[src/rtl/phys_reg_freelist_if.sv]
// ---------------------------------------------------------------------------
// phys_reg_freelist_if
//
// Purpose: bundles the rename-side allocate port, the commit-side free port
// and the status outputs of the physical register free list.
//
// Signals:
//   alloc_req   rename asks for one new destination tag this cycle
//   alloc_valid alloc_tag is usable this cycle
//   alloc_tag   tag handed to rename when alloc_req && alloc_valid
//   free_valid  commit returns one old tag this cycle
//   free_tag    tag being returned
//   stall       alloc_req && !alloc_valid, feeds rename stall_in
//   free_count  number of tags currently held
//   overflow    sticky error flag (free dropped while list was full)
//
// Modports: master = rename/commit side, slave = free list.
// ---------------------------------------------------------------------------
interface phys_reg_freelist_if #(
  parameter int TAG_W = 6
);
  logic             alloc_req;
  logic             alloc_valid;
  logic [TAG_W-1:0] alloc_tag;
  logic             free_valid;
  logic [TAG_W-1:0] free_tag;
  logic             stall;
  logic [TAG_W-1:0] free_count;
  logic             overflow;

  modport master (
    output alloc_req, free_valid, free_tag,
    input  alloc_valid, alloc_tag, stall, free_count, overflow
  );

  modport slave (
    input  alloc_req, free_valid, free_tag,
    output alloc_valid, alloc_tag, stall, free_count, overflow
  );
endinterface

[src/rtl/phys_reg_freelist.sv]
// ---------------------------------------------------------------------------
// phys_reg_freelist
//
// Purpose: circular FIFO of free physical register tags for register rename.
// Holds DEPTH = NUM_PREGS - NUM_AREGS entries with head/tail pointers and an
// explicit occupancy count. Allocation is zero-latency: alloc_tag is the head
// entry driven combinationally, and the pop happens on the rising edge.
//
// Ports:
//   clk  clock, all state updates on the rising edge
//   rst  synchronous active-high reset; refills the list with tags
//        NUM_AREGS..NUM_PREGS-1 and clears overflow
//   fl   phys_reg_freelist_if.slave (alloc/free handshake and status)
//
// Optional feature: define FREELIST_BYPASS_EN to let a tag being freed while
// the list is empty be handed straight to rename in the same cycle.
// ---------------------------------------------------------------------------
module phys_reg_freelist #(
  parameter int NUM_PREGS = 64,
  parameter int NUM_AREGS = 32,
  parameter int TAG_W     = 6
) (
  input logic                clk,
  input logic                rst,
  phys_reg_freelist_if.slave fl
);

  localparam int DEPTH = NUM_PREGS - NUM_AREGS;
  localparam int PTR_W = (DEPTH > 1) ? $clog2(DEPTH) : 1;
  localparam logic [TAG_W-1:0] DEPTH_CNT = TAG_W'(DEPTH);
  localparam logic [PTR_W-1:0] LAST_PTR  = PTR_W'(DEPTH - 1);

  logic [TAG_W-1:0] mem_q [DEPTH];
  logic [PTR_W-1:0] head_q, head_d;
  logic [PTR_W-1:0] tail_q, tail_d;
  logic [TAG_W-1:0] count_q, count_d;
  logic             overflow_q, overflow_d;

  logic freeOk;
  logic empty;
  logic full;
  logic bypass;
  logic bypassTake;
  logic pop;
  logic push;
  logic allocValid;

  // Tag 0 is x0, which is never renamed, so a free of tag 0 is a no-op.
  always_comb begin
    freeOk = fl.free_valid && (fl.free_tag != '0);
    empty  = (count_q == '0);
    full   = (count_q == DEPTH_CNT);
  end

`ifdef FREELIST_BYPASS_EN
  // An empty list can still serve rename from the tag commit is returning.
  assign bypass = empty && freeOk;
`else
  assign bypass = 1'b0;
`endif

  assign allocValid     = !empty || bypass;
  assign fl.alloc_valid = allocValid;
  assign fl.alloc_tag   = bypass ? fl.free_tag : mem_q[head_q];
  assign fl.stall       = fl.alloc_req && !allocValid;
  assign fl.free_count  = count_q;
  assign fl.overflow    = overflow_q;

  // A pop in the same cycle frees a slot, so a free at full only overflows
  // when nothing is being allocated. A bypassed tag never touches the FIFO.
  always_comb begin
    pop        = fl.alloc_req && !empty;
    bypassTake = fl.alloc_req && bypass;
    push       = freeOk && !bypassTake && (!full || pop);

    head_d     = head_q;
    tail_d     = tail_q;
    count_d    = count_q;
    overflow_d = overflow_q;

    if (pop) begin
      head_d = (head_q == LAST_PTR) ? '0 : head_q + PTR_W'(1);
    end
    if (push) begin
      tail_d = (tail_q == LAST_PTR) ? '0 : tail_q + PTR_W'(1);
    end

    case ({push, pop})
      2'b10:   count_d = count_q + TAG_W'(1);
      2'b01:   count_d = count_q - TAG_W'(1);
      default: count_d = count_q;
    endcase

    if (freeOk && full && !pop) begin
      overflow_d = 1'b1;
    end
  end

  always_ff @(posedge clk) begin
    if (rst) begin
      for (int i = 0; i < DEPTH; i++) begin
        mem_q[i] <= TAG_W'(NUM_AREGS + i);
      end
      head_q     <= '0;
      tail_q     <= '0;
      count_q    <= DEPTH_CNT;
      overflow_q <= 1'b0;
    end else begin
      if (push) begin
        mem_q[tail_q] <= fl.free_tag;
      end
      head_q     <= head_d;
      tail_q     <= tail_d;
      count_q    <= count_d;
      overflow_q <= overflow_d;
    end
  end

endmodule

[src/flat_wrapper.sv]
// flat-port wrapper written by rule: the top's interface ports become plain ports
module phys_reg_freelist_flat 
#(
  parameter int NUM_PREGS = 64,
  parameter int NUM_AREGS = 32,
  parameter int TAG_W     = 6
)
  (clk, rst, fl_alloc_req, fl_free_valid, fl_free_tag, fl_alloc_valid, fl_alloc_tag, fl_stall, fl_free_count, fl_overflow);
  phys_reg_freelist_if #(.TAG_W(TAG_W)) fl_i ();
  input logic clk;
  input logic rst;
  input wire logic [$bits(fl_i.alloc_req)-1:0] fl_alloc_req;
  input wire logic [$bits(fl_i.free_valid)-1:0] fl_free_valid;
  input wire logic [$bits(fl_i.free_tag)-1:0] fl_free_tag;
  output wire logic [$bits(fl_i.alloc_valid)-1:0] fl_alloc_valid;
  output wire logic [$bits(fl_i.alloc_tag)-1:0] fl_alloc_tag;
  output wire logic [$bits(fl_i.stall)-1:0] fl_stall;
  output wire logic [$bits(fl_i.free_count)-1:0] fl_free_count;
  output wire logic [$bits(fl_i.overflow)-1:0] fl_overflow;
  assign fl_i.alloc_req = fl_alloc_req;
  assign fl_i.free_valid = fl_free_valid;
  assign fl_i.free_tag = fl_free_tag;
  assign fl_alloc_valid = fl_i.alloc_valid;
  assign fl_alloc_tag = fl_i.alloc_tag;
  assign fl_stall = fl_i.stall;
  assign fl_free_count = fl_i.free_count;
  assign fl_overflow = fl_i.overflow;
  phys_reg_freelist #(.NUM_PREGS(NUM_PREGS), .NUM_AREGS(NUM_AREGS), .TAG_W(TAG_W)) u_core (.clk(clk), .rst(rst), .fl(fl_i));
endmodule
[config.mk]
export PLATFORM = sky130hd
export DESIGN_NAME = phys_reg_freelist_flat
export DESIGN_NICKNAME = d
export VERILOG_FILES = /design/src/rtl/phys_reg_freelist_if.sv /design/src/rtl/phys_reg_freelist.sv /design/src/flat_wrapper.sv
export SDC_FILE = /design/constraint.sdc
export NUM_CORES = 1
export LEC_CHECK = 0
export CAP_MARGIN = 5
export CORE_ASPECT_RATIO = 0.7
export CORE_UTILIZATION = 62
export DETAILED_ROUTE_END_ITERATION = 8
export PLACE_DENSITY = 0.81
export SETUP_SLACK_MARGIN = 0.2
export SLEW_MARGIN = 5
export SYNTH_ARGS = -nofsm -noshare
export SYNTH_HDL_FRONTEND = slang
export SYNTH_SLANG_ARGS = --single-unit
[constraint.sdc]
create_clock -name clk -period 3.9 [get_ports clk]
set_input_delay 0.975 -clock clk [delete_from_list [all_inputs] [get_ports clk]]
set_output_delay 0.975 -clock clk [all_outputs]
set_load 0.01 [all_outputs]
==> impl_metrics.tcl <==
set metrics [dict create \
    yosys_warnings 0 \
    drtIter0Drc 907 \
    synth_common_cells "192 x edfxtp_1, 132 x nand2_1, 118 x nor2_1, 60 x mux4_2, 34 x a21o_1" \
    port_buffers 24 \
    syn_inst 727 \
    dr.pass1.iters 6 \
    synth_top_family_by_area "multiplexers" \
    die_x_um 153 \
    synth_simple_gate_area_share_pct 12.8 \
    cts_tree "done" \
    via_count 6535 \
    fillers 925 \
    rsz0062_at_grt "yes" \
    synth_most_common_cell "edfxtp_1" \
    synth_edf_count 192 \
    synth_mux_area_share_pct 14.7 \
    worst-path-max-fanout 6 \
    numCtsBuffers 21 \
    fin_setup_tns_ns 0 \
    wl_per_cell_um 25.5 \
    fmax_ghz 0.266 \
    holdPathStages 2 \
    clockBufferDepth 3 \
    synthesis.nets 749 \
    pwr-share-seq_pct 48.8 \
    synth.avg_cell_area_um2 13.6 \
    tightest_slew_ns 0.734 \
    async_reset_ff_share_pct 0 \
    gp_congestion 0.914 \
    crit_required_ns 2.92 \
    r2r-end "u_core.fl.free_count[5]" \
    peakVddDrop_v 0.000274 \
    hpwl_um 15300 \
    chipHeight_um 108 \
    grt_pass1_vias 6527 \
    synthTopCellsByArea "edfxtp_1 58%, mux4_2 14%, nand2_1 5.0%" \
    synth_area_um2 9920 \
    cts_hold_buf 0 \
    slew_headroom_pct 50.8 \
    track_usage_pct 32.3 \
    synth_xor_area_share_pct 0.177 \
    p_clk_share_pct 35.9 \
    yosysSeqAreaShare_pct 62.6 \
    final_core_util_pct 73.5 \
    internal-power_w 0.00403 \
    grt_pass1_wl_um 38500 \
    cts_root_buffer "clkbuf_16" \
    p_leak_nw 3.62 \
    fin_crit_sh_pct 96.2 \
    hold_violations 0 \
    power_frac_comb_pct 15.3 \
    hold_path.class "register to register" \
    switchingPower_w 0.00130 \
    ys_seq_elements 214 \
    arrival_ns 2.78 \
    finClkSkew_ns 0.0105 \
    area_growth_pct 15.2 \
    drive_gt1_share_pct 21.9 \
    cp-end-kind "output port" \
    clkTransAtPathRegs_ns 0.06 \
    setup_viol 0 \
    yosysTopAreaCell "edfxtp_1" \
    die-area_um2 16500 \
    grt_max_degree 50 \
    fin_crit_ns 3.75 \
    p_per_area_nw_per_um2 467 \
    drt-total-wl_um 25300 \
    slew_viol_final 0 \
    r2r-start "u_core.fl.free_count[1]" \
    nNetsFinal 798 \
    swShare_pct 24.4 \
    rows 38 \
    ff2ff_path_depth 10 \
    synthFlopType "edfxtp_1" \
    clkSinkCount 214 \
    ff2ff_setup_slack_ns 0.89 \
    outcome "finished clean" \
    synth_compound_area_share_pct 5.07 \
    drtAntennaViolNets 0 \
    hold_slack_ns 0.496 \
    core_um2 15500 \
    maxCapViolCount 0 \
    synth_fa_ha_area_share_pct 1.59 \
    start_kind "register" \
    synthDistinctLibCells 49 \
    whs_endpoint "u_core.fl.overflow" \
    start_util_pct 63.8 \
    cts_max_level 1 \
    insertion_delay_ns 0.50 \
    critPathKind "register to output port" \
    hp-start "u_core.fl.overflow" \
    route.detailed.drc 0 \
    io_pins 25 \
    vias_per_cell 6.59 \
    yosysTopAreaCellShare_pct 58.1 \
    grt.overflow.total 0 \
    antenna_found_initial 1 \
]
-- how the worst max path moves through the flow --
stage | startpoint | to
6_report | register | fl_alloc_tag[0]
5_1_grt | register | fl_alloc_tag[1]
4_1_cts | register | fl_alloc_tag[1]
3_5_place_dp | fl_free_tag[5] | u_core.fl.free_count[5]
3_3_place_gp | fl_free_tag[5] | u_core.fl.free_count[5]
2_1_floorplan | fl_free_tag[4] | u_core.fl.free_count[5]
-- critical path, cell delays in order, from the launching register on --
cell and delay, ns:
dfxtp_4 0.40, buf_6 0.12, buf_12 0.09, buf_16 0.13, buf_8 0.12, mux4_2 0.54, mux4_2 0.48, mux2_4 0.28
buf_6 0.12
-- kinds of logic (layout without fill, tap and decap cells) --
kind of cell	count (synthesis)	in the layout
AOI/OAI and AO/OA	71	71
xor gates and xnor gates	2	2
muxes	70	70
and+or+nand+nor	299	299
DFF	214	214
buffers and inverters	59	122
adders and majority gates	12	12
other	0	1
-- state kept, by name (all words and copies together), names as in the netlist, named ones only --
| register | count |
|---|---|
| u_core.tail_q | 5 |
| u_core.fl.overflow | 1 |
| u_core.fl.free_count | 6 |
| u_core.mem_q | 192 |
| u_core.head_q | 5 |
-- what timing repair did --
action	4_1_cts	5_1_grt
setup buffers	15	3
setup endpoints to repair	6	6
cloned	5	0
gates resized for setup	42	4
-- area by class of cell --
cell class	count	area (µm²)	share of cell area [%]
Tap cell	200	250	2.19
Clock buffer	32	617	5.40
Timing Repair Buffer	80	883	7.73
Clock inverter	5	23.8	0.208
Antenna cell	1	2.50	0.0219
Sequential cell	214	6210	54.4
Inverter	5	18.8	0.164
Multi-Input combinational cell	454	3420	29.9
-- per-layer routing --
| layer | track usage (%) | vias to the layer above | share of wire (%) |
|---|---|---|---|
| met5 | 0 | - | 0 |
| met4 | 9.67 | 0 | 3.3 |
| met3 | 10.5 | 73 | 15 |
| met2 | 51.2 | 476 | 46 |
| met1 | 43.2 | 3191 | 36 |
| li1 | - | 2795 | - |
-- cell usage in the layout (no fill, tap or decap), types with 4 or more instances in the layout --
cell             instances
clkdlybuf4s50_1         17
edfxtp_1               192
mux4_2                  60
mux2i_1                  4
clkbuf_16               21
a21o_1                  34
a21oi_1                 15
dfxtp_1                 20
inv_1                    5
clkbuf_8                 5
nand2_1                132
mux2_4                   5
o21ai_0                  7
nor3_1                   7
buf_12                   8
nor2_1                 118
buf_16                   5
ha_1                    11
nand3_1                 10
buf_6                   10
clkbuf_1                 6
and3_1                   6
clkinv_2                 4
buf_4                   36
-- metrics by stage --
step / total power [W] / cell area (µm²) / instances / worst slack [ns]
6_report: 0.00533 / 11400 / 991 / 0.147
4_1_cts: 0.00532 / 11400 / 987 / 0.148
3_3_place_gp: 0.00331 / 10400 / 930 / 0.123
3_5_place_dp: 0.00333 / 10400 / 930 / 0.0149
5_1_grt: 0.00549 / 11400 / 990 / 0.0980
2_1_floorplan: 0.00308 / 9920 / 727 / 0.319
-- power by group through the flow --
stage	Clock [W]	Sequential [W]	Combinational, W
after CTS	0.00192	0.00260	0.000801
final	0.00192	0.00260	0.000814
after floorplan	0	0.00264	0.000443
after detailed placement	0	0.00265	0.000687
after global routing	0.00202	0.00261	0.000859
after global placement	0	0.00264	0.000668
No activity file was read; power rests on OpenSTA's default activity.
